**src/rtl/addn_loa_pipe_pkg.sv**
```systemverilog
// Shared types and helpers for the addn_loa_pipe lower-part-OR approximate adder.
// Imported by the interface, the core and the top level.
package addn_pkg;

  localparam int CNT_W  = 32;
  localparam int REC_W  = 32;
  localparam int KE_W   = 5;

  // S1 record sized for the widest legal configuration; instances use the low bits.
  typedef struct packed {
    logic              valid;
    logic [REC_W-1:0]  a;
    logic [REC_W-1:0]  b;
    logic [KE_W-1:0]   ke;
  } s1Rec_t;

  function automatic int kWidth(input int kMax);
    return (kMax < 1) ? 1 : $clog2(kMax + 1);
  endfunction

  function automatic int unsigned clampK(input int unsigned k, input int unsigned kMax);
    return (k > kMax) ? kMax : k;
  endfunction

endpackage

```
**src/rtl/addn_loa_pipe_if.sv**
```systemverilog
// Operand/result handshake bundle plus monitor signals for addn_loa_pipe.
// master = traffic source/sink, slave = the adder.
interface addn_loa_pipe_if
  import addn_pkg::*;
#(
  parameter int W     = 8,
  parameter int K_MAX = 4
) ();

  localparam int KW = kWidth(K_MAX);

  logic                 IN_VALID;
  logic                 IN_READY;
  logic [W-1:0]         A;
  logic [W-1:0]         B;
  logic [KW-1:0]        K;
  logic                 O_VALID;
  logic                 O_READY;
  logic [W:0]           O;
  logic                 CLR;
  logic [CNT_W-1:0]     TXN_CNT;
  logic [CNT_W-1:0]     ERR_CNT;
  logic [W:0]           ERR_MAX;

  modport master (
    output IN_VALID, A, B, K, O_READY, CLR,
    input  IN_READY, O_VALID, O, TXN_CNT, ERR_CNT, ERR_MAX
  );

  modport slave (
    input  IN_VALID, A, B, K, O_READY, CLR,
    output IN_READY, O_VALID, O, TXN_CNT, ERR_CNT, ERR_MAX
  );

endinterface

```
**src/rtl/addn_loa_pipe_core.sv**
```systemverilog
// Combinational lower-part-OR adder: the low KE bits are A|B, the upper part is an
// exact add seeded with the carry guessed from bit KE-1.
module addn_loa_core
  import addn_pkg::*;
#(
  parameter int W  = 8,
  parameter int KW = 3
) (
  input  logic [W-1:0]  A,
  input  logic [W-1:0]  B,
  input  logic [KW-1:0] KE,
  output logic [W:0]    O
);

  logic [W-1:0] w_lowMask;
  logic         w_cin;
  logic [W:0]   w_hiSum;

  always_comb begin
    w_lowMask = '0;
    w_cin     = 1'b0;
    for (int i = 0; i < W; i++) begin
      if (i < int'(KE))
        w_lowMask[i] = 1'b1;
      if (i + 1 == int'(KE))
        w_cin = A[i] & B[i];
    end
  end

  // Masked low bits are zero, so adding cin at bit KE is the exact upper-part add.
  assign w_hiSum = {1'b0, A & ~w_lowMask} + {1'b0, B & ~w_lowMask}
                 + ((W+1)'(w_cin) << KE);
  assign O       = w_hiSum | {1'b0, (A | B) & w_lowMask};

endmodule

```
**src/rtl/addn_loa_pipe.sv**
```systemverilog
// Two-stage pipelined lower-part-OR approximate adder with valid/ready handshake.
// Define ADDN_ERRMON_EN to build the on-line error monitor (counters, max error).
module addn_loa_pipe
  import addn_pkg::*;
#(
  parameter int W     = 8,
  parameter int K_MAX = 4
) (
  input  logic           CLK,
  input  logic           RST_N,
  addn_loa_pipe_if.slave bus
);

  localparam int KW = kWidth(K_MAX);

  s1Rec_t       r_s1;
  logic         r_oValid;
  logic [W:0]   r_o;
  logic [W:0]   w_approx;
  logic         w_en;
  logic         w_unusedRec;

  // Whole pipeline advances together; bubbles are carried, not squeezed out.
  assign w_en         = ~r_oValid | bus.O_READY;
  assign bus.IN_READY = w_en;
  assign bus.O_VALID  = r_oValid;
  assign bus.O        = r_o;
  assign w_unusedRec  = ^r_s1;

  always_ff @(posedge CLK or negedge RST_N) begin
    if (!RST_N) begin
      r_s1 <= '0;
    end else if (w_en) begin
      r_s1.valid <= bus.IN_VALID;
      r_s1.a     <= REC_W'(bus.A);
      r_s1.b     <= REC_W'(bus.B);
      r_s1.ke    <= KE_W'(clampK(int'(bus.K), K_MAX));
    end
  end

  addn_loa_core #(.W(W), .KW(KW)) u_core (
    .A  (r_s1.a[W-1:0]),
    .B  (r_s1.b[W-1:0]),
    .KE (r_s1.ke[KW-1:0]),
    .O  (w_approx)
  );

  always_ff @(posedge CLK or negedge RST_N) begin
    if (!RST_N) begin
      r_oValid <= 1'b0;
      r_o      <= '0;
    end else if (w_en) begin
      r_oValid <= r_s1.valid;
      r_o      <= w_approx;
    end
  end

`ifdef ADDN_ERRMON_EN
  logic [W:0]       r_exact;
  logic [W:0]       r_errMax;
  logic [CNT_W-1:0] r_txnCnt;
  logic [CNT_W-1:0] r_errCnt;
  logic [W:0]       w_errMag;
  logic             w_xfer;

  always_ff @(posedge CLK or negedge RST_N) begin
    if (!RST_N)
      r_exact <= '0;
    else if (w_en)
      r_exact <= {1'b0, r_s1.a[W-1:0]} + {1'b0, r_s1.b[W-1:0]};
  end

  // The OR-ed low part plus a guessed carry can land on either side of the exact sum.
  assign w_errMag = (r_exact >= r_o) ? (r_exact - r_o) : (r_o - r_exact);
  assign w_xfer   = r_oValid & bus.O_READY;

  always_ff @(posedge CLK or negedge RST_N) begin
    if (!RST_N) begin
      r_txnCnt <= '0;
      r_errCnt <= '0;
      r_errMax <= '0;
    end else if (bus.CLR) begin
      r_txnCnt <= '0;
      r_errCnt <= '0;
      r_errMax <= '0;
    end else if (w_xfer) begin
      if (r_txnCnt != '1)
        r_txnCnt <= r_txnCnt + 1'b1;
      if ((w_errMag != '0) && (r_errCnt != '1))
        r_errCnt <= r_errCnt + 1'b1;
      if (w_errMag > r_errMax)
        r_errMax <= w_errMag;
    end
  end

  assign bus.TXN_CNT = r_txnCnt;
  assign bus.ERR_CNT = r_errCnt;
  assign bus.ERR_MAX = r_errMax;
`else
  logic w_unusedClr;

  assign w_unusedClr = bus.CLR;
  assign bus.TXN_CNT = '0;
  assign bus.ERR_CNT = '0;
  assign bus.ERR_MAX = '0;
`endif

endmodule

```
**src/flat_wrapper.sv**
```systemverilog
// flat-port wrapper written by rule: the top's interface ports become plain ports
module addn_loa_pipe_flat import addn_pkg::*;
#(
  parameter int W     = 8,
  parameter int K_MAX = 4
)
  (CLK, RST_N, bus_IN_VALID, bus_A, bus_B, bus_K, bus_O_READY, bus_CLR, bus_IN_READY, bus_O_VALID, bus_O, bus_TXN_CNT, bus_ERR_CNT, bus_ERR_MAX);
  addn_loa_pipe_if #(.W(W), .K_MAX(K_MAX)) bus_i ();
  input  logic CLK;
  input  logic RST_N;
  input wire logic [$bits(bus_i.IN_VALID)-1:0] bus_IN_VALID;
  input wire logic [$bits(bus_i.A)-1:0] bus_A;
  input wire logic [$bits(bus_i.B)-1:0] bus_B;
  input wire logic [$bits(bus_i.K)-1:0] bus_K;
  input wire logic [$bits(bus_i.O_READY)-1:0] bus_O_READY;
  input wire logic [$bits(bus_i.CLR)-1:0] bus_CLR;
  output wire logic [$bits(bus_i.IN_READY)-1:0] bus_IN_READY;
  output wire logic [$bits(bus_i.O_VALID)-1:0] bus_O_VALID;
  output wire logic [$bits(bus_i.O)-1:0] bus_O;
  output wire logic [$bits(bus_i.TXN_CNT)-1:0] bus_TXN_CNT;
  output wire logic [$bits(bus_i.ERR_CNT)-1:0] bus_ERR_CNT;
  output wire logic [$bits(bus_i.ERR_MAX)-1:0] bus_ERR_MAX;
  assign bus_i.IN_VALID = bus_IN_VALID;
  assign bus_i.A = bus_A;
  assign bus_i.B = bus_B;
  assign bus_i.K = bus_K;
  assign bus_i.O_READY = bus_O_READY;
  assign bus_i.CLR = bus_CLR;
  assign bus_IN_READY = bus_i.IN_READY;
  assign bus_O_VALID = bus_i.O_VALID;
  assign bus_O = bus_i.O;
  assign bus_TXN_CNT = bus_i.TXN_CNT;
  assign bus_ERR_CNT = bus_i.ERR_CNT;
  assign bus_ERR_MAX = bus_i.ERR_MAX;
  addn_loa_pipe #(.W(W), .K_MAX(K_MAX)) u_core (.CLK(CLK), .RST_N(RST_N), .bus(bus_i));
endmodule
```
**config.mk**
```make
export PLATFORM = sky130hd
export DESIGN_NAME = addn_loa_pipe_flat
export DESIGN_NICKNAME = d
export VERILOG_FILES = /design/src/rtl/addn_loa_pipe_pkg.sv /design/src/rtl/addn_loa_pipe_if.sv /design/src/rtl/addn_loa_pipe_core.sv /design/src/rtl/addn_loa_pipe.sv /design/src/flat_wrapper.sv
export SDC_FILE = /design/constraint.sdc
export NUM_CORES = 1
export LEC_CHECK = 0
export BUFFER_PORTS_ARGS = -buffer_cell sky130_fd_sc_hd__buf_2
export CAP_MARGIN = 40
export CORE_MARGIN = 1.5
export CORE_UTILIZATION = 38
export DETAILED_ROUTE_END_ITERATION = 8
export GPL_TIMING_DRIVEN = 0
export PLACE_DENSITY = 0.66
export REMOVE_ABC_BUFFERS = 1
export SLEW_MARGIN = 20
export SYNTH_ARGS = -nofsm -noshare
export SYNTH_HDL_FRONTEND = slang
export SYNTH_HIERARCHICAL = 1
export SYNTH_SLANG_ARGS = --single-unit
```
**constraint.sdc**
```tcl
create_clock -name CLK -period 3.95 [get_ports CLK]
set_clock_uncertainty 0.2 [all_clocks]
set_input_delay 0.79 -clock CLK [delete_from_list [all_inputs] [get_ports CLK]]
set_output_delay 0.79 -clock CLK [all_outputs]
set_load 0.01 [all_outputs]
```
==> metrics <==
status=complete, but fails checks; violations in the final reports=DRC; instance count of the mapped netlist=244; buffers added on ports=33; wire length after detailed routing=3.88 mm; CP startpoint kind=register; critical path required time=between 3000 and 4000 ps; maximum number of pins on one net before global-route repair=32; top cells by area in the synthesized netlist=sky130_fd_sc_hd__dfrtp_1, sky130_fd_sc_hd__buf_4, sky130_fd_sc_hd__mux2_4; IR Drop Worst-Case VDD=between 0.15 and 0.2 mV; count of cells along the worst register-to-register path=10; final count of hold timing violations=0; clock buffers created by TritonCTS=5; CP max stage delay=~600 ps; floorplan die area=approximately 7000 sq um; Slowest cell on crit path=sky130_fd_sc_hd__dfrtp_1; most common cell after layout, fill and taps aside=sky130_fd_sc_hd__conb_1; clock insertion delay at the later pin of the skew report=280 ps; pre-CTS WS=476 ps; TritonRoute pass-1 iters=8; first-pass GRT wire length=around 6.3 mm; pwr/cell area=452 nW/um^2; RD Place Congestion=approximately 0.76; static leakage power=between 1 and 1.5 nW; count of state elements after synthesis=30; area occupied by multi-input gates=about 1400 sq um; sequential fraction of the synthesis area=0.294; Gates resized, CTS repair=0; Ys Warns=6; cell area after placement=between 2000 and 2500 sq um; starting DRC count in detailed routing=44; Core Region=about 6400 sq um; CP Max Fanout=14; effective utilization at floorplan=0.397; total vias in the final route=1541; # rows=29; Hold Path Cell Cnt=1; total power consumption of the routed design=1.17 mW; proportion of layout cells with a drive suffix above 1=0.266; Post-Synthesis Mean Instance Area=10.5 sq um; worst path cell trace=inv_1 -> or4_1 -> fa_1 -> inv_1 -> ha_1 -> a21o_1 -> a21oi_1 -> a211o_1 -> o2111ai_1 -> mux2_4; P&R area growth vs syn=1.91%; routed length per instance=10.9 microns; number of clock sinks=30; CTS Hold Bufs=0; initial antenna violation count=0; number of nets in the finished design=approximately 320; Final Critical Period=3530 ps; slew at the pin with the worst max-slew slack=around 650 ps; Top cell by count, worst path=sky130_fd_sc_hd__inv_1; hold_ws=approximately 270 ps; HPWL after DPL=slightly below 3 mm; clock tree from TritonCTS=done; diode insertion count for antenna repair=0; Post-synth EDFFs=0; cell area after synthesis=~2500 sq um; number of failing setup endpoints in the final timing report=0; count of final max-slew check failures=0; critical path capture point type=register; arrival time worst endpoint=3490 ps; class of the worst hold path=register to register; number of ports placed on the die boundary=108; number of maximum-capacitance constraint violations=0; ys flop type=sky130_fd_sc_hd__dfrtp_1; number of buffers on the longest clock path=2; cell type contributing the most total cell area after synthesis=sky130_fd_sc_hd__dfrtp_1; Yosys top cell area share=0.294; worst setup margin=423 ps; post-route cell area=about 2600 sq um; critical path class=register to register; vias per cell=around 4.3; number of levels in the clock H-tree=2; clock slew seen by the registers of the worst setup and hold paths=~60 ps; post-CTS setup buffer count=0; overall track demand over capacity in global routing=0.110; total negative slack=0 ps; Overflow after GRT=0; area of all sequential standard cells=751 sq um; Peak Freq=around 280 MHz; fin crit share=0.893; Detail Route Antenna Nets=0; number of distinct standard cells referenced by the synthesized netlist=37; chip width=84.9 microns; CP Depth=10; RSZ-0062 raised after global routing=no; highest-count cells in the layout ignoring fill and taps=sky130_fd_sc_hd__conb_1, sky130_fd_sc_hd__buf_2, sky130_fd_sc_hd__dfrtp_1, sky130_fd_sc_hd__mux2_4, sky130_fd_sc_hd__inv_1; number of global-route vias before repair=around 1400; buffers and inverters on the worst path=2; y dimension of the die=around 85 microns; share of flip-flops with an asynchronous set or reset=1.00; max_slew headroom=0.569; Top Family by Delay on Critical Path=adder cells; DRC violations left=18; buffer cell driving the clock tree root=sky130_fd_sc_hd__clkbuf_8; total of fill cells in the finished design=640
metrics by stage:
stage	instances	util
4_1_cts	355	0.405
6_report	355	0.405
5_1_grt	355	0.405
2_1_floorplan	237	-
3_5_place_dp	347	0.387
3_3_place_gp	347	0.387
logic make-up (layout without fill, tap and decap cells):
| kind of cell | Yosys count | count (layout) | synth area share |
|---|---|---|---|
| adders and majority gates | 16 | 16 | 0.105 |
| xor gates and xnor gates | 1 | 1 | 0.00344 |
| AOI/OAI and AO/OA | 24 | 24 | 0.0604 |
| other | 2 | 74 | 0.00295 |
| muxes | 29 | 29 | 0.169 |
| buffers and inverters | 90 | 52 | 0.249 |
| and+or+nand+nor | 52 | 52 | 0.116 |
| DFF | 30 | 30 | 0.294 |
cells in the mapped netlist, types with 2 or more instances:
cell	count
sky130_fd_sc_hd__a21o_1	3
sky130_fd_sc_hd__a21oi_1	4
sky130_fd_sc_hd__and2_1	6
sky130_fd_sc_hd__and3_1	3
sky130_fd_sc_hd__buf_4	73
sky130_fd_sc_hd__buf_6	3
sky130_fd_sc_hd__clkbuf_1	3
sky130_fd_sc_hd__conb_1	2
sky130_fd_sc_hd__dfrtp_1	30
sky130_fd_sc_hd__fa_1	9
sky130_fd_sc_hd__ha_1	7
sky130_fd_sc_hd__inv_1	11
sky130_fd_sc_hd__mux2_4	28
sky130_fd_sc_hd__nand2_1	10
sky130_fd_sc_hd__nand3_1	6
sky130_fd_sc_hd__nand4_1	3
sky130_fd_sc_hd__nor2_1	7
sky130_fd_sc_hd__nor2b_1	4
sky130_fd_sc_hd__nor3_1	5
sky130_fd_sc_hd__o21a_1	2
sky130_fd_sc_hd__o21ai_0	7
sky130_fd_sc_hd__o21bai_1	2
sky130_fd_sc_hd__or4_1	2
state kept, by name, summed over array words and instances, names as in the netlist:
register and cells:
u_core/bus.O_VALID 1, u_core/bus.O 9, u_core/r_s1 20
report_power, final:
group,switching [mW],total (mW),internal (mW)
registers,0.0554,0.431,0.375
logic,0.225,0.457,0.232
clock network,0.111,0.287,0.176
path summary, 6_finish.rpt:
path	from	to	slack, ps
worst max-delay path	u_core/r_s1[2]$_DFFE_PN0P_	u_core/bus.O[8]$_DFFE_PN0P_	420
worst min-delay path	u_core/r_s1[69]$_DFFE_PN0P_	u_core/bus.O_VALID$_DFFE_PN0P_	270
worst max register to register	u_core/r_s1[2]$_DFFE_PN0P_	u_core/bus.O[8]$_DFFE_PN0P_	420
worst min register to register	u_core/r_s1[69]$_DFFE_PN0P_	u_core/bus.O_VALID$_DFFE_PN0P_	270
max in group asynchronous	RST_N	u_core/r_s1[44]$_DFFE_PN0P_	2800
min in group asynchronous	RST_N	u_core/bus.O[2]$_DFFE_PN0P_	330
per-layer routing:
layer  global-route usage  wire [microns]
met3               0.0350             328
met5                    0               0
met1                0.142            1740
met4               0.0402              60
met2                0.173            1750
layout make-up:
| class | instances | area share |
|---|---|---|
| sequential | 30 | 0.289 |
| inverter | 11 | 0.0159 |
| multi-input combinational | 196 | 0.552 |
| tap | 77 | 0.0371 |
| clock buffer | 8 | 0.0424 |
| timing repair buffer | 33 | 0.0636 |
Note: power is estimated with default switching activity, not from simulation.
